## config.mk

```make
export PLATFORM = sky130hd
export DESIGN_NAME = raizing_pcm_router_flat
export DESIGN_NICKNAME = d
export VERILOG_FILES = /design/src/rtl/raizing_snd_pkg.sv /design/src/rtl/raizing_pcm_router_if.sv /design/src/rtl/raizing_pcm_tagcache.sv /design/src/rtl/raizing_pcm_router.sv /design/src/flat_wrapper.sv
export SDC_FILE = /design/constraint.sdc
export NUM_CORES = 1
export LEC_CHECK = 0
export ABC_AREA = 1
export CAP_MARGIN = 25
export CORE_ASPECT_RATIO = 1.1
export CORE_MARGIN = 4
export CORE_UTILIZATION = 46
export CTS_CLUSTER_SIZE = 28
export DETAILED_ROUTE_END_ITERATION = 16
export GPL_TIMING_DRIVEN = 0
export HOLD_SLACK_MARGIN = 0.02
export PLACE_DENSITY = 0.82
export REMOVE_ABC_BUFFERS = 1
export SYNTH_ARGS = -nofsm -noshare
export SYNTH_HDL_FRONTEND = slang
export SYNTH_HIERARCHICAL = 1
export SYNTH_SLANG_ARGS = --single-unit
```

## constraint.sdc

```tcl
create_clock -name CLK96 -period 2.33 [get_ports CLK96]
set_input_delay 0.3495 -clock CLK96 [delete_from_list [all_inputs] [get_ports CLK96]]
set_output_delay 0.3495 -clock CLK96 [all_outputs]
set_load 0.01 [all_outputs]
```

## src/rtl/raizing_snd_pkg.sv

```systemverilog
// Shared types and constants for the Raizing sound PCM path.
package raizing_snd_pkg;

   typedef enum logic [1:0] {
      IDLE = 2'd0,
      WAIT = 2'd1,
      RESP = 2'd2
   } pcm_state_t;

   // Byte returned for out-of-range reads and timeouts.
   localparam logic [7:0] PCM_FILL_BYTE = 8'h00;

   localparam int CNT_W = 16;

endpackage

```

## src/rtl/raizing_pcm_router_if.sv

```systemverilog
// Requester and bank-side bus of the PCM router; master = PCM chip / SDRAM side, slave = router.
interface raizing_pcm_router_if #(
   parameter int NBANKS  = 3,
   parameter int BANK_AW = 22,
   parameter int ADDR_W  = 24
);
   logic                      REQ_RD;
   logic [ADDR_W-1:0]         REQ_ADDR;
   logic [7:0]                RSP_DOUT;
   logic                      RSP_VALID;
   logic [NBANKS-1:0]         BANK_CS;
   logic [NBANKS*BANK_AW-1:0] BANK_ADDR;
   logic [NBANKS-1:0]         BANK_OK;
   logic [NBANKS*8-1:0]       BANK_DOUT;
   logic                      ERR_TIMEOUT;

   modport master (
      output REQ_RD, REQ_ADDR, BANK_OK, BANK_DOUT,
      input  RSP_DOUT, RSP_VALID, BANK_CS, BANK_ADDR, ERR_TIMEOUT
   );

   modport slave (
      input  REQ_RD, REQ_ADDR, BANK_OK, BANK_DOUT,
      output RSP_DOUT, RSP_VALID, BANK_CS, BANK_ADDR, ERR_TIMEOUT
   );
endinterface

```

## src/rtl/raizing_pcm_tagcache.sv

```systemverilog
// One-entry last-byte cache: full-address tag, data byte, valid bit.
module raizing_pcm_tagcache
   import raizing_snd_pkg::*;
#(
   parameter int ADDR_W = 24
) (
   input  logic              CLK96,
   input  logic              RESET96_N,
   input  logic [ADDR_W-1:0] lookup_addr,
   output logic              hit,
   output logic [7:0]        hit_data,
   input  logic              fill_en,
   input  logic [ADDR_W-1:0] fill_addr,
   input  logic [7:0]        fill_data,
   input  logic              inval
);
   logic              valid_reg;
   logic [ADDR_W-1:0] tag_reg;
   logic [7:0]        data_reg;

   always_ff @(posedge CLK96) begin
      if (!RESET96_N) begin
         valid_reg <= 1'b0;
         tag_reg   <= '0;
         data_reg  <= PCM_FILL_BYTE;
      end else if (inval) begin
         valid_reg <= 1'b0;
      end else if (fill_en) begin
         valid_reg <= 1'b1;
         tag_reg   <= fill_addr;
         data_reg  <= fill_data;
      end
   end

   assign hit      = valid_reg && (tag_reg == lookup_addr);
   assign hit_data = data_reg;
endmodule

```

## src/rtl/raizing_pcm_router.sv

```systemverilog
// Raizing PCM read router: steers byte reads to one of NBANKS SDRAM banks with a per-read timeout.
// Defining RAIZING_PCM_CACHE_EN adds a one-entry last-byte cache (raizing_pcm_tagcache).
module raizing_pcm_router
   import raizing_snd_pkg::*;
#(
   parameter int NBANKS  = 3,
   parameter int BANK_AW = 22,
   parameter int ADDR_W  = 24,
   parameter int TIMEOUT = 255
) (
   input  logic                 CLK96,
   input  logic                 RESET96_N,
   raizing_pcm_router_if.slave  bus
);
   localparam int BIDX_W = (NBANKS > 1) ? $clog2(NBANKS) : 1;

   pcm_state_t        state_reg, state_next;
   logic [ADDR_W-1:0] addr_reg, addr_next;
   logic [BIDX_W-1:0] bank_reg, bank_next;
   logic [CNT_W-1:0]  cnt_reg, cnt_next;
   logic [NBANKS-1:0] cs_reg, cs_next;
   logic [7:0]        dout_reg, dout_next;
   logic              valid_reg, valid_next;
   logic              err_reg, err_next;

   logic [ADDR_W-1:0] req_sel;
   logic              req_in_range;
   logic [BIDX_W-1:0] req_bank;
   wire  [NBANKS-1:0] req_onehot;
   logic [NBANKS-1:0] slice_load;
   logic              bank_ok;
   logic [7:0]        bank_byte;
   logic [CNT_W:0]    cnt_inc;
   logic              wait_expired;
   logic              cache_hit;
   logic [7:0]        cache_data;
   logic              fill_en;
   logic              inval;
   wire  [NBANKS*BANK_AW-1:0] bank_addr_flat;

   // Bank field is taken zero-extended so a 1-bank build needs no zero-width slice.
   assign req_sel      = bus.REQ_ADDR >> BANK_AW;
   assign req_in_range = req_sel < ADDR_W'(NBANKS);
   assign req_bank     = req_sel[BIDX_W-1:0];

   assign bank_ok      = bus.BANK_OK[bank_reg];
   assign bank_byte    = bus.BANK_DOUT[8*bank_reg +: 8];
   assign cnt_inc      = {1'b0, cnt_reg} + (CNT_W+1)'(1);
   assign wait_expired = cnt_inc >= (CNT_W+1)'(TIMEOUT);

   genvar gi;
   generate
      for (gi = 0; gi < NBANKS; gi++) begin : g_bank
         logic [BANK_AW-1:0] addr_slice_reg;

         assign req_onehot[gi] = req_in_range && (req_sel == ADDR_W'(gi));

         always_ff @(posedge CLK96) begin
            if (!RESET96_N) begin
               addr_slice_reg <= '0;
            end else if (slice_load[gi]) begin
               addr_slice_reg <= bus.REQ_ADDR[BANK_AW-1:0];
            end
         end

         assign bank_addr_flat[gi*BANK_AW +: BANK_AW] = addr_slice_reg;
      end
   endgenerate

   always_ff @(posedge CLK96) begin
      if (!RESET96_N) begin
         state_reg <= IDLE;
         addr_reg  <= '0;
         bank_reg  <= '0;
         cnt_reg   <= '0;
         cs_reg    <= '0;
         dout_reg  <= PCM_FILL_BYTE;
         valid_reg <= 1'b0;
         err_reg   <= 1'b0;
      end else begin
         state_reg <= state_next;
         addr_reg  <= addr_next;
         bank_reg  <= bank_next;
         cnt_reg   <= cnt_next;
         cs_reg    <= cs_next;
         dout_reg  <= dout_next;
         valid_reg <= valid_next;
         err_reg   <= err_next;
      end
   end

   always_comb begin
      state_next = state_reg;
      addr_next  = addr_reg;
      bank_next  = bank_reg;
      cnt_next   = cnt_reg;
      cs_next    = cs_reg;
      dout_next  = dout_reg;
      valid_next = 1'b0;
      err_next   = err_reg;
      slice_load = '0;
      fill_en    = 1'b0;
      inval      = 1'b0;

      case (state_reg)
         IDLE: begin
            if (bus.REQ_RD) begin
               addr_next = bus.REQ_ADDR;
               cnt_next  = '0;
               if (!req_in_range) begin
                  state_next = RESP;
                  dout_next  = PCM_FILL_BYTE;
                  valid_next = 1'b1;
               end else if (cache_hit) begin
                  state_next = RESP;
                  dout_next  = cache_data;
                  valid_next = 1'b1;
               end else begin
                  state_next = WAIT;
                  bank_next  = req_bank;
                  cs_next    = req_onehot;
                  slice_load = req_onehot;
               end
            end
         end

         WAIT: begin
            cnt_next = cnt_inc[CNT_W-1:0];
            // OK has priority over an expiring counter in the same cycle.
            if (bank_ok) begin
               state_next = RESP;
               dout_next  = bank_byte;
               valid_next = 1'b1;
               cs_next    = '0;
               cnt_next   = '0;
               fill_en    = 1'b1;
            end else if (wait_expired) begin
               state_next = RESP;
               dout_next  = PCM_FILL_BYTE;
               valid_next = 1'b1;
               cs_next    = '0;
               cnt_next   = '0;
               err_next   = 1'b1;
               inval      = 1'b1;
            end
         end

         RESP: begin
            state_next = IDLE;
         end

         default: begin
            state_next = IDLE;
            cs_next    = '0;
         end
      endcase
   end

`ifdef RAIZING_PCM_CACHE_EN
   raizing_pcm_tagcache #(
      .ADDR_W (ADDR_W)
   ) u_tagcache (
      .CLK96       (CLK96),
      .RESET96_N   (RESET96_N),
      .lookup_addr (bus.REQ_ADDR),
      .hit         (cache_hit),
      .hit_data    (cache_data),
      .fill_en     (fill_en),
      .fill_addr   (addr_reg),
      .fill_data   (bank_byte),
      .inval       (inval)
   );
`else
   logic unused_cache;
   assign cache_hit    = 1'b0;
   assign cache_data   = PCM_FILL_BYTE;
   assign unused_cache = ^{fill_en, inval, addr_reg};
`endif

   assign bus.BANK_CS     = cs_reg;
   assign bus.BANK_ADDR   = bank_addr_flat;
   assign bus.RSP_DOUT    = dout_reg;
   assign bus.RSP_VALID   = valid_reg;
   assign bus.ERR_TIMEOUT = err_reg;
endmodule

```

## src/flat_wrapper.sv

```systemverilog
// flat-port wrapper written by rule: the top's interface ports become plain ports
module raizing_pcm_router_flat import raizing_snd_pkg::*;
#(
   parameter int NBANKS  = 3,
   parameter int BANK_AW = 22,
   parameter int ADDR_W  = 24,
   parameter int TIMEOUT = 255
)
  (CLK96, RESET96_N, bus_REQ_RD, bus_REQ_ADDR, bus_BANK_OK, bus_BANK_DOUT, bus_RSP_DOUT, bus_RSP_VALID, bus_BANK_CS, bus_BANK_ADDR, bus_ERR_TIMEOUT);
  raizing_pcm_router_if #(.NBANKS(NBANKS), .BANK_AW(BANK_AW), .ADDR_W(ADDR_W)) bus_i ();
  input  logic CLK96;
  input  logic RESET96_N;
  input wire logic [$bits(bus_i.REQ_RD)-1:0] bus_REQ_RD;
  input wire logic [$bits(bus_i.REQ_ADDR)-1:0] bus_REQ_ADDR;
  input wire logic [$bits(bus_i.BANK_OK)-1:0] bus_BANK_OK;
  input wire logic [$bits(bus_i.BANK_DOUT)-1:0] bus_BANK_DOUT;
  output wire logic [$bits(bus_i.RSP_DOUT)-1:0] bus_RSP_DOUT;
  output wire logic [$bits(bus_i.RSP_VALID)-1:0] bus_RSP_VALID;
  output wire logic [$bits(bus_i.BANK_CS)-1:0] bus_BANK_CS;
  output wire logic [$bits(bus_i.BANK_ADDR)-1:0] bus_BANK_ADDR;
  output wire logic [$bits(bus_i.ERR_TIMEOUT)-1:0] bus_ERR_TIMEOUT;
  assign bus_i.REQ_RD = bus_REQ_RD;
  assign bus_i.REQ_ADDR = bus_REQ_ADDR;
  assign bus_i.BANK_OK = bus_BANK_OK;
  assign bus_i.BANK_DOUT = bus_BANK_DOUT;
  assign bus_RSP_DOUT = bus_i.RSP_DOUT;
  assign bus_RSP_VALID = bus_i.RSP_VALID;
  assign bus_BANK_CS = bus_i.BANK_CS;
  assign bus_BANK_ADDR = bus_i.BANK_ADDR;
  assign bus_ERR_TIMEOUT = bus_i.ERR_TIMEOUT;
  raizing_pcm_router #(.NBANKS(NBANKS), .BANK_AW(BANK_AW), .ADDR_W(ADDR_W), .TIMEOUT(TIMEOUT)) u_core (.CLK96(CLK96), .RESET96_N(RESET96_N), .bus(bus_i));
endmodule
```

==> report_table.html, run 1 <==
<table>
<tr><th>Metric</th><th>Value</th></tr>
<tr><th colspan="2">Outcome</th></tr>
<tr><td>Result of the run</td><td>completed</td></tr>
<tr><th colspan="2">Logic synthesis</th></tr>
<tr><td>Post-synth EDFFs</td><td>0</td></tr>
<tr><td>Synthesis-stage register bit count</td><td>roughly 100</td></tr>
<tr><td>Library cell with the highest instance count after synthesis</td><td>sky130_fd_sc_hd__nor2_1</td></tr>
<tr><td>Post-synthesis cell count</td><td>577</td></tr>
<tr><td>Leading post-synthesis cells by instance count</td><td>sky130_fd_sc_hd__nor2_1, sky130_fd_sc_hd__dfxtp_1, sky130_fd_sc_hd__nand2_1</td></tr>
<tr><td>Number of warnings reported in the yosys synthesis log</td><td>6</td></tr>
<tr><td>Post-synth top flop</td><td>sky130_fd_sc_hd__dfxtp_1</td></tr>
<tr><td>Cell taking the most area after synthesis</td><td>sky130_fd_sc_hd__dfxtp_1</td></tr>
<tr><td>Area fraction of the dominant cell type after synthesis</td><td>47.6%</td></tr>
<tr><td>Cell types occupying the most area after synthesis</td><td>sky130_fd_sc_hd__dfxtp_1, sky130_fd_sc_hd__nor2_1, sky130_fd_sc_hd__nand2_1</td></tr>
<tr><td>Async set or reset register ratio after synthesis</td><td>0%</td></tr>
<tr><td>Number of distinct library cells after synthesis</td><td>31</td></tr>
<tr><td>Sequential share of the synthesized area</td><td>47.6%</td></tr>
<tr><td>Synthesized cell area</td><td>4170 um2</td></tr>
<tr><td>Synthesized area per cell</td><td>around 7.2 um2</td></tr>
<tr><th colspan="2">Global routing</th></tr>
<tr><td>GRT Total Usage</td><td>24.0%</td></tr>
<tr><td>Number of global-route vias before repair</td><td>about 4200</td></tr>
<tr><td>Wire length of the first global-routing pass</td><td>20600 um</td></tr>
<tr><td>Antenna violations before repair</td><td>0</td></tr>
<tr><td>Maximum number of pins on one net before global-route repair</td><td>between 50 and 60</td></tr>
<tr><td>Gr ovfl total</td><td>0</td></tr>
<tr><th colspan="2">Critical path</th></tr>
<tr><td>Setup crit end kind</td><td>flip-flop</td></tr>
<tr><td>Arrival time at the worst endpoint</td><td>approximately 2.4 ns</td></tr>
<tr><td>Maximum fanout count along the critical path</td><td>7</td></tr>
<tr><td>Flop-to-flop setup slack</td><td>0.20 ns</td></tr>
<tr><td>Critical path startpoint</td><td>u_core/cnt_reg[1]</td></tr>
<tr><td>Data required time of the critical path</td><td>roughly 2.6 ns</td></tr>
<tr><td>Critical path launch point type</td><td>flip-flop</td></tr>
<tr><td>Depth of the worst register-to-register path</td><td>12</td></tr>
<tr><td>R2r startpoint</td><td>u_core/cnt_reg[1]</td></tr>
<tr><td>Reg2reg end</td><td>u_core/cnt_reg[1]</td></tr>
<tr><td>Kind of critical path</td><td>flip-flop to flip-flop</td></tr>
<tr><td>End point of the critical path</td><td>u_core/cnt_reg[1]</td></tr>
<tr><th colspan="2">Clock network</th></tr>
<tr><td>TritonCTS clock tree</td><td>done</td></tr>
<tr><td>Clock net sink count</td><td>99</td></tr>
<tr><td>CTS root buf</td><td>sky130_fd_sc_hd__clkbuf_8</td></tr>
<tr><td>Clock transition time at the flip-flop clock pins of the worst setup and hold paths</td><td>0.09 ns</td></tr>
<tr><td>Clock buffers created by TritonCTS</td><td>9</td></tr>
<tr><td>Clock buffer depth</td><td>2</td></tr>
<tr><td>CTS H-Tree Depth</td><td>3</td></tr>
<tr><td>Clock insertion delay at the later pin of the skew report</td><td>between 0.3 and 0.4 ns</td></tr>
<tr><th colspan="2">Finish</th></tr>
<tr><td>Layout Area Growth over Synthesis</td><td>40.5%</td></tr>
<tr><td>Total Nets Final</td><td>762</td></tr>
<tr><td>Number of antenna repair diodes</td><td>0</td></tr>
<tr><td>Layout Utilization</td><td>66.3%</td></tr>
<tr><td>Count of fill cells added during filler insertion</td><td>between 700 and 800</td></tr>
<tr><td>Ratio of cells with drive above 1 in the final layout</td><td>8.44%</td></tr>
<tr><td>Number of flip-flops in the largest register</td><td>66</td></tr>
<tr><th colspan="2">Detailed routing</th></tr>
<tr><td>Via count</td><td>roughly 4300</td></tr>
<tr><td>Via density per instance</td><td>5.22</td></tr>
<tr><td>Wire length on met2</td><td>5980 um</td></tr>
<tr><td>Post-route ant nets</td><td>0</td></tr>
<tr><td>Number of search-and-repair iterations in the first detailed-routing pass</td><td>5</td></tr>
<tr><td>Average wire length per cell after detail routing</td><td>around 15 um</td></tr>
<tr><td>Drt initial violations</td><td>298</td></tr>
<tr><td>Detailed Route WL</td><td>between 10000 and 15000 um</td></tr>
<tr><td>Routed wire length on met3</td><td>roughly 1300 um</td></tr>
<tr><td>DRC errors left</td><td>0</td></tr>
<tr><td>Met1 WL</td><td>5130 um</td></tr>
<tr><td>Uppermost routed layer</td><td>met4</td></tr>
<tr><th colspan="2">Die</th></tr>
<tr><td>Overall die width</td><td>98.7 um</td></tr>
<tr><td>Die area</td><td>10600 um2</td></tr>
<tr><td>Vertical die dimension</td><td>108 um</td></tr>
<tr><td>CORE AREA</td><td>8830 um2</td></tr>
<tr><td>Number of placed I/O pins</td><td>133</td></tr>
<tr><td>Number of standard-cell rows in the floorplan</td><td>36</td></tr>
<tr><td>Starting density of the core</td><td>47.2%</td></tr>
<tr><th colspan="2">Placed design</th></tr>
<tr><td>Sum of net half-perimeters after detailed placement</td><td>8460 um</td></tr>
<tr><td>Weighted congestion reported at the end of routability-driven placement</td><td>0.854</td></tr>
<tr><td>Number of buffers inserted by port buffering</td><td>132</td></tr>
<tr><th colspan="2">STA</th></tr>
<tr><td>Final hold violation count</td><td>0</td></tr>
<tr><td>Number of setup violations in the final report</td><td>0</td></tr>
<tr><td>Transition time at the pin with the least slew margin</td><td>between 0.8 and 0.9 ns</td></tr>
<tr><td>Final critical delay including setup and external delays</td><td>2.13 ns</td></tr>
<tr><td>Timing-limited maximum frequency</td><td>between 400 and 500 MHz</td></tr>
<tr><td>Final Cycle Share</td><td>91.5%</td></tr>
<tr><td>Setup skew after layout</td><td>0.0116 ns</td></tr>
<tr><td>Fin. max-slew vios</td><td>0</td></tr>
<tr><td>Worst slew margin</td><td>42.2%</td></tr>
<tr><th colspan="2">Power and ir drop</th></tr>
<tr><td>Power per Cell Area</td><td>600 nW/um2</td></tr>
<tr><td>Overall power after layout</td><td>3510 uW</td></tr>
<tr><td>Leak Pwr</td><td>0.00226 uW</td></tr>
<tr><td>Peak VDD IR</td><td>0.413 mV</td></tr>
<tr><th colspan="2">Flow run</th></tr>
<tr><td>Max-cap check violation count</td><td>0</td></tr>
<tr><th colspan="2">Hold path</th></tr>
<tr><td>Startpoint of the worst hold path</td><td>u_core/g_bank[0].addr_slice_reg[2]</td></tr>
<tr><td>HP Class</td><td>flip-flop to flip-flop</td></tr>
</table>
[kinds of logic after synthesis]
group	synth area share, %
xor+xnor	0.631
compound gates	13.4
flops	47.6
simple gates	32.7
buf+inv	5.17
fa+ha+maj	0.601
[metal layers]
layer	track usage, %	up-vias
met5	0	-
met2	39.5	156
met1	28.5	1991
li1	-	2143
met3	9.92	17
met4	7.71	0
[critical path, cell delays in order, from the launching register on]
cell	delay (ns)
sky130_fd_sc_hd__dfxtp_1	0.41
sky130_fd_sc_hd__ha_1	0.24
sky130_fd_sc_hd__nand3_2	0.11
sky130_fd_sc_hd__nor2_4	0.23
sky130_fd_sc_hd__nand2_2	0.08
sky130_fd_sc_hd__nand2_1	0.06
sky130_fd_sc_hd__nand2_1	0.05
sky130_fd_sc_hd__nor2_1	0.09
sky130_fd_sc_hd__nand2_1	0.10
sky130_fd_sc_hd__nor2_4	0.20
sky130_fd_sc_hd__nand3_4	0.14
sky130_fd_sc_hd__or2_1	0.24
sky130_fd_sc_hd__a21oi_2	0.11
[cell type report]
class	instances	area, um2	share of cell area [%]
multi-input combinational	422	2000	34.2
sequential	99	1980	33.9
timing repair buffer	141	1390	23.8
tap	114	143	2.44
inverter	32	129	2.20
clock buffer	9	124	2.12
clock inverter	7	68.8	1.18
timing repair inverter	1	7.51	0.128
[worst min path at each step]
stage | to | slack [ns] | depth (start not counted)
after global routing | u_core/g_bank[0].addr_slice_reg[3] | 0.48 | 2
after detailed placement | u_core/g_bank[0].addr_slice_reg[3] | 0.45 | 2
after global placement | u_core/g_bank[0].addr_slice_reg[5] | 0.45 | 2
after CTS | u_core/g_bank[0].addr_slice_reg[12] | 0.47 | 3
after floorplan | u_core/bank_reg[1] | 0.44 | 2
final | u_core/g_bank[0].addr_slice_reg[2] | 0.47 | 2
[power breakdown]
group / total (uW) / leakage, uW / switching (uW) / internal [uW]
clock: 1100 / 0.0000950 / 610 / 493
combinational: 594 / 0.00136 / 310 / 284
sequential: 1820 / 0.000806 / 43.8 / 1770
total: 3510 / 0.00226 / 965 / 2550
[cells in the final DEF (no fill, tap or decap), drive strengths merged, types with 9 or more instances in the layout]
master and count:
clkbuf 9, clkdlybuf4s50 130, o21ai 62, buf 11, nand3 47, inv 28, nand4 9, nor3 9
nand2 98, a21oi 44, nor2 139, dfxtp 99
[what timing repair did]
item | in CTS | in global routing
endpoints found under the setup margin | 63 | 36
resized for setup | 9 | 4
pin swaps | 1 | 3
cloned | 2 | 0
hold buffers | 0 | 0
buffers inserted | 2 | 4
[per-stage QoR]
stage	area [um2]	TNS (ns)	std cells	worst slack (ns)	hold slack [ns]
final	5850	0	825	0.197	0.469
after global routing	5850	-0.00452	825	-0.00452	0.483
after CTS	5810	0	821	0.0523	0.467
after detailed placement	5580	-64.70	801	-1.65	0.454
after global placement	5530	-197.87	798	-2.52	0.447
after floorplan	4070	-10.63	552	-0.483	0.445
Note: power is estimated with default switching activity, not from simulation.
==> run 2, diff against run 1 <==
--- a/config.mk
+++ b/config.mk
@@ -5,11 +5,11 @@
 export SDC_FILE = /design/constraint.sdc
 export NUM_CORES = 1
 export LEC_CHECK = 0
-export ABC_AREA = 1
 export CAP_MARGIN = 25
-export CORE_ASPECT_RATIO = 1.1
+export CORE_ASPECT_RATIO = 0.8
 export CORE_MARGIN = 4
-export CORE_UTILIZATION = 46
+export CORE_UTILIZATION = 47
+export CTS_BUF_LIST = sky130_fd_sc_hd__clkbuf_4 sky130_fd_sc_hd__clkbuf_8 sky130_fd_sc_hd__clkbuf_16
 export CTS_CLUSTER_SIZE = 28
 export DETAILED_ROUTE_END_ITERATION = 16
 export GPL_TIMING_DRIVEN = 0
==> report_table.html, run 2 <==
<table>
<tr><th>Metric</th><th>Value</th></tr>
<tr><th colspan="2">Detailed routing</th></tr>
<tr><td>DRC errors left</td><td>0</td></tr>
<tr><td>Via count</td><td>4157</td></tr>
<tr><td>Average wire length per cell after detail routing</td><td>between 15 and 20 um</td></tr>
<tr><td>Via density per instance</td><td>5.48</td></tr>
<tr><td>Detailed Route WL</td><td>approximately 13000 um</td></tr>
<tr><td>Post-route ant nets</td><td>0</td></tr>
<tr><td>Drt initial violations</td><td>around 270</td></tr>
<tr><td>Number of search-and-repair iterations in the first detailed-routing pass</td><td>5</td></tr>
<tr><th colspan="2">Logic synthesis</th></tr>
<tr><td>Synthesized area per cell</td><td>roughly 8.3 um2</td></tr>
<tr><td>Area fraction of the dominant cell type after synthesis</td><td>46.0%</td></tr>
<tr><td>Synthesis-stage register bit count</td><td>99</td></tr>
<tr><td>Post-synthesis cell count</td><td>521</td></tr>
<tr><td>Number of distinct library cells after synthesis</td><td>48</td></tr>
<tr><td>Cell taking the most area after synthesis</td><td>sky130_fd_sc_hd__dfxtp_1</td></tr>
<tr><td>Leading post-synthesis cells by instance count</td><td>sky130_fd_sc_hd__nand2_1, sky130_fd_sc_hd__dfxtp_1, sky130_fd_sc_hd__a21boi_0</td></tr>
<tr><td>Synthesized cell area</td><td>roughly 4300 um2</td></tr>
<tr><td>Library cell with the highest instance count after synthesis</td><td>sky130_fd_sc_hd__nand2_1</td></tr>
<tr><td>Async set or reset register ratio after synthesis</td><td>0%</td></tr>
<tr><td>Post-synth EDFFs</td><td>0</td></tr>
<tr><td>Post-synth top flop</td><td>sky130_fd_sc_hd__dfxtp_1</td></tr>
<tr><td>Cell types occupying the most area after synthesis</td><td>sky130_fd_sc_hd__dfxtp_1, sky130_fd_sc_hd__nand2_1, sky130_fd_sc_hd__a21boi_0</td></tr>
<tr><td>Number of warnings reported in the yosys synthesis log</td><td>6</td></tr>
<tr><td>Sequential share of the synthesized area</td><td>46.0%</td></tr>
<tr><th colspan="2">Clock network</th></tr>
<tr><td>Clock transition time at the flip-flop clock pins of the worst setup and hold paths</td><td>~0.060 ns</td></tr>
<tr><td>Clock buffers created by TritonCTS</td><td>9</td></tr>
<tr><td>TritonCTS clock tree</td><td>done</td></tr>
<tr><td>Clock net sink count</td><td>99</td></tr>
<tr><td>CTS H-Tree Depth</td><td>3</td></tr>
<tr><td>Clock buffer depth</td><td>2</td></tr>
<tr><td>Clock insertion delay at the later pin of the skew report</td><td>0.34 ns</td></tr>
<tr><td>CTS root buf</td><td>sky130_fd_sc_hd__clkbuf_16</td></tr>
<tr><th colspan="2">Critical path</th></tr>
<tr><td>Kind of cell adding the most delay to the critical path</td><td>compound AO/OA/AOI/OAI gates</td></tr>
<tr><td>Critical path launch point type</td><td>flip-flop</td></tr>
<tr><td>Setup crit end kind</td><td>flip-flop</td></tr>
<tr><td>Buffer and inverter count on the worst path</td><td>0</td></tr>
<tr><td>Crit-path cells</td><td>and4_4 &gt; nand3_1 &gt; a2111o_1 &gt; a32oi_4 &gt; a31oi_4 &gt; o221a_2</td></tr>
<tr><td>Arrival time at the worst endpoint</td><td>2.58 ns</td></tr>
<tr><td>Data required time of the critical path</td><td>2.56 ns</td></tr>
<tr><td>Flop-to-flop setup slack</td><td>-0.01 ns</td></tr>
<tr><td>Slowest cell delay on critical path</td><td>~0.50 ns</td></tr>
<tr><td>Master of the slowest instance on the critical path</td><td>sky130_fd_sc_hd__a2111o_1</td></tr>
<tr><td>Maximum fanout count along the critical path</td><td>6</td></tr>
<tr><td>Kind of critical path</td><td>flip-flop to flip-flop</td></tr>
<tr><th colspan="2">STA</th></tr>
<tr><td>Hold Worst Slack</td><td>0.463 ns</td></tr>
<tr><td>Final critical delay including setup and external delays</td><td>2.34 ns</td></tr>
<tr><td>Fin. max-slew vios</td><td>0</td></tr>
<tr><td>Worst slew margin</td><td>38.3%</td></tr>
<tr><td>Timing-limited maximum frequency</td><td>427 MHz</td></tr>
<tr><td>Setup repair after global routing missed its margin</td><td>yes</td></tr>
<tr><td>PnR worst setup slack</td><td>-0.0126 ns</td></tr>
<tr><td>Setup skew after layout</td><td>about 0.0049 ns</td></tr>
<tr><td>Final hold violation count</td><td>0</td></tr>
<tr><td>Final Cycle Share</td><td>101%</td></tr>
<tr><td>Transition time at the pin with the least slew margin</td><td>0.922 ns</td></tr>
<tr><td>Number of setup violations in the final report</td><td>3</td></tr>
<tr><th colspan="2">Finish</th></tr>
<tr><td>Count of fill cells added during filler insertion</td><td>672</td></tr>
<tr><td>Number of flip-flops in the largest register</td><td>66</td></tr>
<tr><td>Most frequent cells in the layout</td><td>sky130_fd_sc_hd__nand2_1, sky130_fd_sc_hd__clkdlybuf4s50_1, sky130_fd_sc_hd__dfxtp_1, sky130_fd_sc_hd__a21boi_0, sky130_fd_sc_hd__nor2_1</td></tr>
<tr><td>Total Nets Final</td><td>~700</td></tr>
<tr><td>Layout Utilization</td><td>71.8%</td></tr>
<tr><td>Number of antenna repair diodes</td><td>0</td></tr>
<tr><td>Ratio of cells with drive above 1 in the final layout</td><td>a little over a tenth</td></tr>
<tr><td>Layout Area Growth over Synthesis</td><td>45.3%</td></tr>
<tr><td>Most frequent standard cell in the layout excluding fill and tap cells</td><td>sky130_fd_sc_hd__nand2_1</td></tr>
<tr><th colspan="2">Global routing</th></tr>
<tr><td>Gr ovfl total</td><td>0</td></tr>
<tr><td>Maximum number of pins on one net before global-route repair</td><td>60</td></tr>
<tr><td>Antenna violations before repair</td><td>0</td></tr>
<tr><td>Number of global-route vias before repair</td><td>4107</td></tr>
<tr><td>GRT Total Usage</td><td>23.4%</td></tr>
<tr><td>Wire length of the first global-routing pass</td><td>20200 um</td></tr>
<tr><th colspan="2">Outcome</th></tr>
<tr><td>Result of the run</td><td>complete, but fails checks</td></tr>
<tr><td>Violations in the final reports</td><td>negative setup slack</td></tr>
<tr><th colspan="2">Hold path</th></tr>
<tr><td>HP Class</td><td>flip-flop to flip-flop</td></tr>
<tr><th colspan="2">Placed design</th></tr>
<tr><td>Sum of net half-perimeters after detailed placement</td><td>8530 um</td></tr>
<tr><td>Number of buffers inserted by port buffering</td><td>between 100 and 150</td></tr>
<tr><td>Weighted congestion reported at the end of routability-driven placement</td><td>0.823</td></tr>
<tr><th colspan="2">Die</th></tr>
<tr><td>CORE AREA</td><td>~8700 um2</td></tr>
<tr><td>Number of placed I/O pins</td><td>133</td></tr>
<tr><td>Overall die width</td><td>115 um</td></tr>
<tr><td>Starting density of the core</td><td>around half</td></tr>
<tr><td>Vertical die dimension</td><td>93.6 um</td></tr>
<tr><td>Number of standard-cell rows in the floorplan</td><td>30</td></tr>
<tr><td>Die area</td><td>10800 um2</td></tr>
<tr><th colspan="2">Power and ir drop</th></tr>
<tr><td>Leak Pwr</td><td>0.00222 uW</td></tr>
<tr><td>Power per Cell Area</td><td>594 nW/um2</td></tr>
<tr><td>Peak VDD IR</td><td>0.457 mV</td></tr>
<tr><th colspan="2">Flow run</th></tr>
<tr><td>Max-cap check violation count</td><td>0</td></tr>
</table>
-- run 2: changes by cell type after synthesis, moves of 26 or more --
| cell | delta |
|---|---|
| sky130_fd_sc_hd__inv_1 | -26 |
| sky130_fd_sc_hd__a21oi_1 | -33 |
| sky130_fd_sc_hd__o21ai_0 | -52 |
| sky130_fd_sc_hd__nand2_1 | +52 |
| sky130_fd_sc_hd__nand3_1 | -40 |
| sky130_fd_sc_hd__a21boi_0 | +67 |
| sky130_fd_sc_hd__nor2_1 | -87 |
-- run 2: final cells by class --
| class | count | area [um2] | share of cell area, % |
|---|---|---|---|
| multi-input cells | 382 | 2370 | 37.8 |
| flip-flops and latches | 99 | 2000 | 32.0 |
| repair buffers | 147 | 1450 | 23.2 |
| clock buffers | 12 | 267 | 4.26 |
| well taps | 112 | 140 | 2.24 |
| clock inverters | 4 | 23.8 | 0.380 |
| inverters | 2 | 7.51 | 0.120 |
-- run 2: cells by family (layout without fill, tap and decap cells) --
kind of cell | Yosys count | in the layout | share of synthesized area, %
AO/OA/AOI/OAI | 124 | 125 | 21.1
buffers and inverters | 41 | 165 | 3.75
XOR/XNOR | 6 | 6 | 1.22
multiplexers | 10 | 10 | 2.33
flip-flops | 99 | 99 | 46.0
adder cells (fa/ha/maj) | 2 | 2 | 0.581
AND/OR/NAND/NOR | 239 | 239 | 25.0
-- run 2: power by group --
group          switching (uW)  internal, uW  leakage, uW
clock                     619           808     0.000148
sequential               50.6          1740     0.000807
combinational             231           259      0.00126
total                     901          2810      0.00222
-- run 2: repair_timing --
item                       CTS  global route
pin swaps                    5             4
cloned                       1             0
setup buffers                4             4
hold buffers                 0             0
resized for setup           23            32
setup endpoints to repair   24            88
-- run 2: final timing paths --
check,cells after the start,to,start
max,6,u_core/bus.BANK_CS[1],u_core/cnt_reg[6]
min,1,u_core/bus.ERR_TIMEOUT,u_core/bus.ERR_TIMEOUT
max reg2reg,6,u_core/bus.BANK_CS[1],u_core/cnt_reg[6]
min reg2reg,1,u_core/bus.ERR_TIMEOUT,u_core/bus.ERR_TIMEOUT
-- run 2: through the flow --
stage	std cells	setup TNS (ns)	setup slack (ns)	power, uW	instance area (um2)
global route	758	-0.473	-0.121	3870	6250
detailed placement	733	-30.70	-0.858	2300	5680
finish	758	-0.0266	-0.0126	3710	6250
floorplan	482	-11.98	-0.471	2010	4150
global placement	726	-120.09	-1.99	2280	5610
CTS	754	0	0.00457	3720	6120
-- run 2: layer usage --
layer / track usage [%] / part of all wire, %
met1: 27.4 / 40
met2: 40.9 / 52
met3: 7.50 / 7.2
met4: 6.35 / 1.4
met5: 0 / 0
==> run 3, diff against run 2 <==
--- a/config.mk
+++ b/config.mk
@@ -7,14 +7,13 @@
 export LEC_CHECK = 0
 export CAP_MARGIN = 25
 export CORE_ASPECT_RATIO = 0.8
-export CORE_MARGIN = 4
-export CORE_UTILIZATION = 47
+export CORE_UTILIZATION = 30
 export CTS_BUF_LIST = sky130_fd_sc_hd__clkbuf_4 sky130_fd_sc_hd__clkbuf_8 sky130_fd_sc_hd__clkbuf_16
 export CTS_CLUSTER_SIZE = 28
 export DETAILED_ROUTE_END_ITERATION = 16
 export GPL_TIMING_DRIVEN = 0
 export HOLD_SLACK_MARGIN = 0.02
-export PLACE_DENSITY = 0.82
+export PLACE_DENSITY = 0.58
 export REMOVE_ABC_BUFFERS = 1
 export SYNTH_ARGS = -nofsm -noshare
 export SYNTH_HDL_FRONTEND = slang
==> report_table.html, run 3 (synthesis gave the netlist of run 2 again) <==
<table>
<tr><th>Metric</th><th>Value</th></tr>
<tr><th colspan="2">Die</th></tr>
<tr><td>CORE AREA</td><td>13800 um2</td></tr>
<tr><td>Overall die width</td><td>136 um</td></tr>
<tr><td>Number of standard-cell rows in the floorplan</td><td>38</td></tr>
<tr><td>Vertical die dimension</td><td>109 um</td></tr>
<tr><td>Number of placed I/O pins</td><td>133</td></tr>
<tr><td>Starting density of the core</td><td>between 30% and 40%</td></tr>
<tr><td>Die area</td><td>14800 um2</td></tr>
<tr><th colspan="2">Critical path</th></tr>
<tr><td>Critical path launch point type</td><td>flip-flop</td></tr>
<tr><td>Maximum fanout count along the critical path</td><td>7</td></tr>
<tr><td>Kind of critical path</td><td>flip-flop to flip-flop</td></tr>
<tr><td>Dominant cell type by count on the critical path</td><td>sky130_fd_sc_hd__and3_4</td></tr>
<tr><td>Depth of the worst register-to-register path</td><td>8</td></tr>
<tr><td>Arrival time at the worst endpoint</td><td>2.59 ns</td></tr>
<tr><td>R2r startpoint</td><td>u_core/cnt_reg[0]</td></tr>
<tr><td>Flop-to-flop setup slack</td><td>between 0.015 and 0.02 ns</td></tr>
<tr><td>Reg2reg end</td><td>u_core/bus.BANK_CS[2]</td></tr>
<tr><td>Crit-path cells</td><td>ha_4 &gt; and3_4 &gt; buf_6 &gt; nand4_1 &gt; a2111o_1 &gt; a32oi_4 &gt; and3_4 &gt; o221a_2</td></tr>
<tr><td>Data required time of the critical path</td><td>2.61 ns</td></tr>
<tr><td>Setup crit end kind</td><td>flip-flop</td></tr>
<tr><td>Slowest cell delay on critical path</td><td>0.49 ns</td></tr>
<tr><td>Master of the slowest instance on the critical path</td><td>sky130_fd_sc_hd__a2111o_1</td></tr>
<tr><th colspan="2">Finish</th></tr>
<tr><td>Number of antenna repair diodes</td><td>0</td></tr>
<tr><td>Layout Area Growth over Synthesis</td><td>50.6%</td></tr>
<tr><td>Most frequent standard cell in the layout excluding fill and tap cells</td><td>sky130_fd_sc_hd__nand2_1</td></tr>
<tr><td>Final Non-Filler Cells</td><td>just over 800</td></tr>
<tr><td>Most frequent cells in the layout</td><td>sky130_fd_sc_hd__nand2_1, sky130_fd_sc_hd__clkdlybuf4s50_1, sky130_fd_sc_hd__dfxtp_1, sky130_fd_sc_hd__a21boi_0, sky130_fd_sc_hd__nor2_1</td></tr>
<tr><td>Number of flip-flops in the largest register</td><td>66</td></tr>
<tr><td>Ratio of cells with drive above 1 in the final layout</td><td>13.1%</td></tr>
<tr><td>Total Nets Final</td><td>702</td></tr>
<tr><td>Count of fill cells added during filler insertion</td><td>1306</td></tr>
<tr><th colspan="2">Detailed routing</th></tr>
<tr><td>Via density per instance</td><td>between 5 and 6</td></tr>
<tr><td>Detailed Route WL</td><td>13000 um</td></tr>
<tr><td>Via count</td><td>4200</td></tr>
<tr><td>DRC errors left</td><td>0</td></tr>
<tr><td>Number of search-and-repair iterations in the first detailed-routing pass</td><td>4</td></tr>
<tr><td>Average wire length per cell after detail routing</td><td>15.6 um</td></tr>
<tr><td>Drt initial violations</td><td>170</td></tr>
<tr><td>Post-route ant nets</td><td>0</td></tr>
<tr><th colspan="2">Clock network</th></tr>
<tr><td>TritonCTS clock tree</td><td>done</td></tr>
<tr><td>CTS root buf</td><td>sky130_fd_sc_hd__clkbuf_16</td></tr>
<tr><td>Number of hold-repair buffers added at the cts stage</td><td>0</td></tr>
<tr><td>Clock transition time at the flip-flop clock pins of the worst setup and hold paths</td><td>0.07 ns</td></tr>
<tr><td>Clock buffers created by TritonCTS</td><td>9</td></tr>
<tr><td>Clock net sink count</td><td>99</td></tr>
<tr><td>CTS H-Tree Depth</td><td>3</td></tr>
<tr><td>Clock buffer depth</td><td>2</td></tr>
<tr><td>Clock insertion delay at the later pin of the skew report</td><td>~0.34 ns</td></tr>
<tr><th colspan="2">Hold path</th></tr>
<tr><td>Terminating pin of the worst hold path</td><td>u_core/g_bank[2].addr_slice_reg[11]</td></tr>
<tr><td>HP Class</td><td>flip-flop to flip-flop</td></tr>
<tr><td>Startpoint of the worst hold path</td><td>u_core/g_bank[2].addr_slice_reg[11]</td></tr>
<tr><td>Hold path cells</td><td>2</td></tr>
<tr><th colspan="2">Placed design</th></tr>
<tr><td># placed instances</td><td>roughly 800</td></tr>
<tr><td>Number of buffers inserted by port buffering</td><td>132</td></tr>
<tr><td>Weighted congestion reported at the end of routability-driven placement</td><td>0.777</td></tr>
<tr><td>Sum of net half-perimeters after detailed placement</td><td>8550 um</td></tr>
<tr><th colspan="2">STA</th></tr>
<tr><td>Number of setup violations in the final report</td><td>0</td></tr>
<tr><td>Final critical delay including setup and external delays</td><td>2.31 ns</td></tr>
<tr><td>Setup repair after global routing missed its margin</td><td>yes</td></tr>
<tr><td>Setup skew after layout</td><td>0.0107 ns</td></tr>
<tr><td>Setup Total Neg Slack</td><td>0 ns</td></tr>
<tr><td>Final hold violation count</td><td>0</td></tr>
<tr><td>Worst slew margin</td><td>10.4%</td></tr>
<tr><td>Fin. max-slew vios</td><td>0</td></tr>
<tr><td>Timing-limited maximum frequency</td><td>432 MHz</td></tr>
<tr><td>Transition time at the pin with the least slew margin</td><td>1.34 ns</td></tr>
<tr><td>Final Cycle Share</td><td>between 90% and 100%</td></tr>
<tr><th colspan="2">Global routing</th></tr>
<tr><td>GRT Total Usage</td><td>17.4%</td></tr>
<tr><td>Antenna violations before repair</td><td>0</td></tr>
<tr><td>Wire length of the first global-routing pass</td><td>~20000 um</td></tr>
<tr><td>Maximum number of pins on one net before global-route repair</td><td>106</td></tr>
<tr><td>Gr ovfl total</td><td>0</td></tr>
<tr><td>Number of global-route vias before repair</td><td>between 3000 and 4000</td></tr>
<tr><th colspan="2">Power and ir drop</th></tr>
<tr><td>Peak VDD IR</td><td>about 0.42 mV</td></tr>
<tr><td>Overall power after layout</td><td>~3700 uW</td></tr>
<tr><td>Leak Pwr</td><td>0.00224 uW</td></tr>
<tr><td>Power per Cell Area</td><td>574 nW/um2</td></tr>
<tr><th colspan="2">Outcome</th></tr>
<tr><td>Result of the run</td><td>completed</td></tr>
<tr><th colspan="2">Flow run</th></tr>
<tr><td>Max-cap check violation count</td><td>0</td></tr>
</table>
## run 3: changes by cell type in the layout (fill, tap and decap cells not counted), sizes merged
cell      previous run  this run
clkinvlp             0         1
inv                  2         4
clkbuf              12         9
buf                 16        21
## run 3: worst max-delay path by stage
stage,from,end
final,u_core/cnt_reg[0],u_core/bus.BANK_CS[2]
after global routing,u_core/cnt_reg[0],u_core/cnt_reg[1]
after CTS,u_core/cnt_reg[5],u_core/bus.BANK_CS[2]
after detailed placement,u_core/cnt_reg[0],u_core/bus.BANK_CS[1]
after global placement,bus_REQ_ADDR[22],u_core/g_bank[0].addr_slice_reg[7]
after floorplan,u_core/bank_reg[1],u_core/bus.RSP_DOUT[0]
## run 3: final cells by class
type,count,area (um2),share of cell area (%)
Multi-Input combinational cell,382,2440,37.7
Sequential cell,99,2000,30.8
Tap cell,180,225,3.48
Inverter,2,7.51,0.116
Clock buffer,9,225,3.48
Clock inverter,7,51.3,0.792
Timing Repair Buffer,152,1530,23.6
## run 3: report_power, final
part	internal [uW]	leakage, uW	total, uW	switching (uW)
logic	276	0.00130	519	243
clock network	732	0.000137	1410	678
registers	1740	0.000807	1790	49.1
## run 3: metal layers
metal	track usage, %	routed length (um)	vias up
met5	0	0	-
met4	5.63	231	0
met3	3.91	556	19
met2	28.8	6200	107
met1	22.4	5980	2017
li1	-	-	2057
## run 3: through the flow
| step | hold WS, ns | utilization [%] | area [um2] | setup slack [ns] |
|---|---|---|---|---|
| 4_1_cts | 0.471 | 45.4 | 6260 | 0.00998 |
| 3_3_place_gp | 0.454 | 41.3 | 5700 | -2.53 |
| 6_report | 0.465 | 47.0 | 6480 | 0.0169 |
| 3_5_place_dp | 0.460 | 42.0 | 5790 | -0.853 |
| 2_1_floorplan | 0.453 | - | 4150 | -0.471 |
| 5_1_grt | 0.493 | 47.0 | 6480 | -0.0627 |
## run 3: what timing repair did
action | CTS | global route
setup buffers | 6 | 7
cloned | 1 | 0
pin swaps | 5 | 16
gates resized for setup | 31 | 41
endpoints found under the setup margin | 47 | 83
## run 3: critical path: cells and delay by family, from the launching register on
family	cells	cell delay [ns]
AO/OA/AOI/OAI	3	0.99
AND/OR/NAND/NOR	3	0.63
flip-flops	1	0.38
adder cells (fa/ha/maj)	1	0.14
buffers and inverters	1	0.11
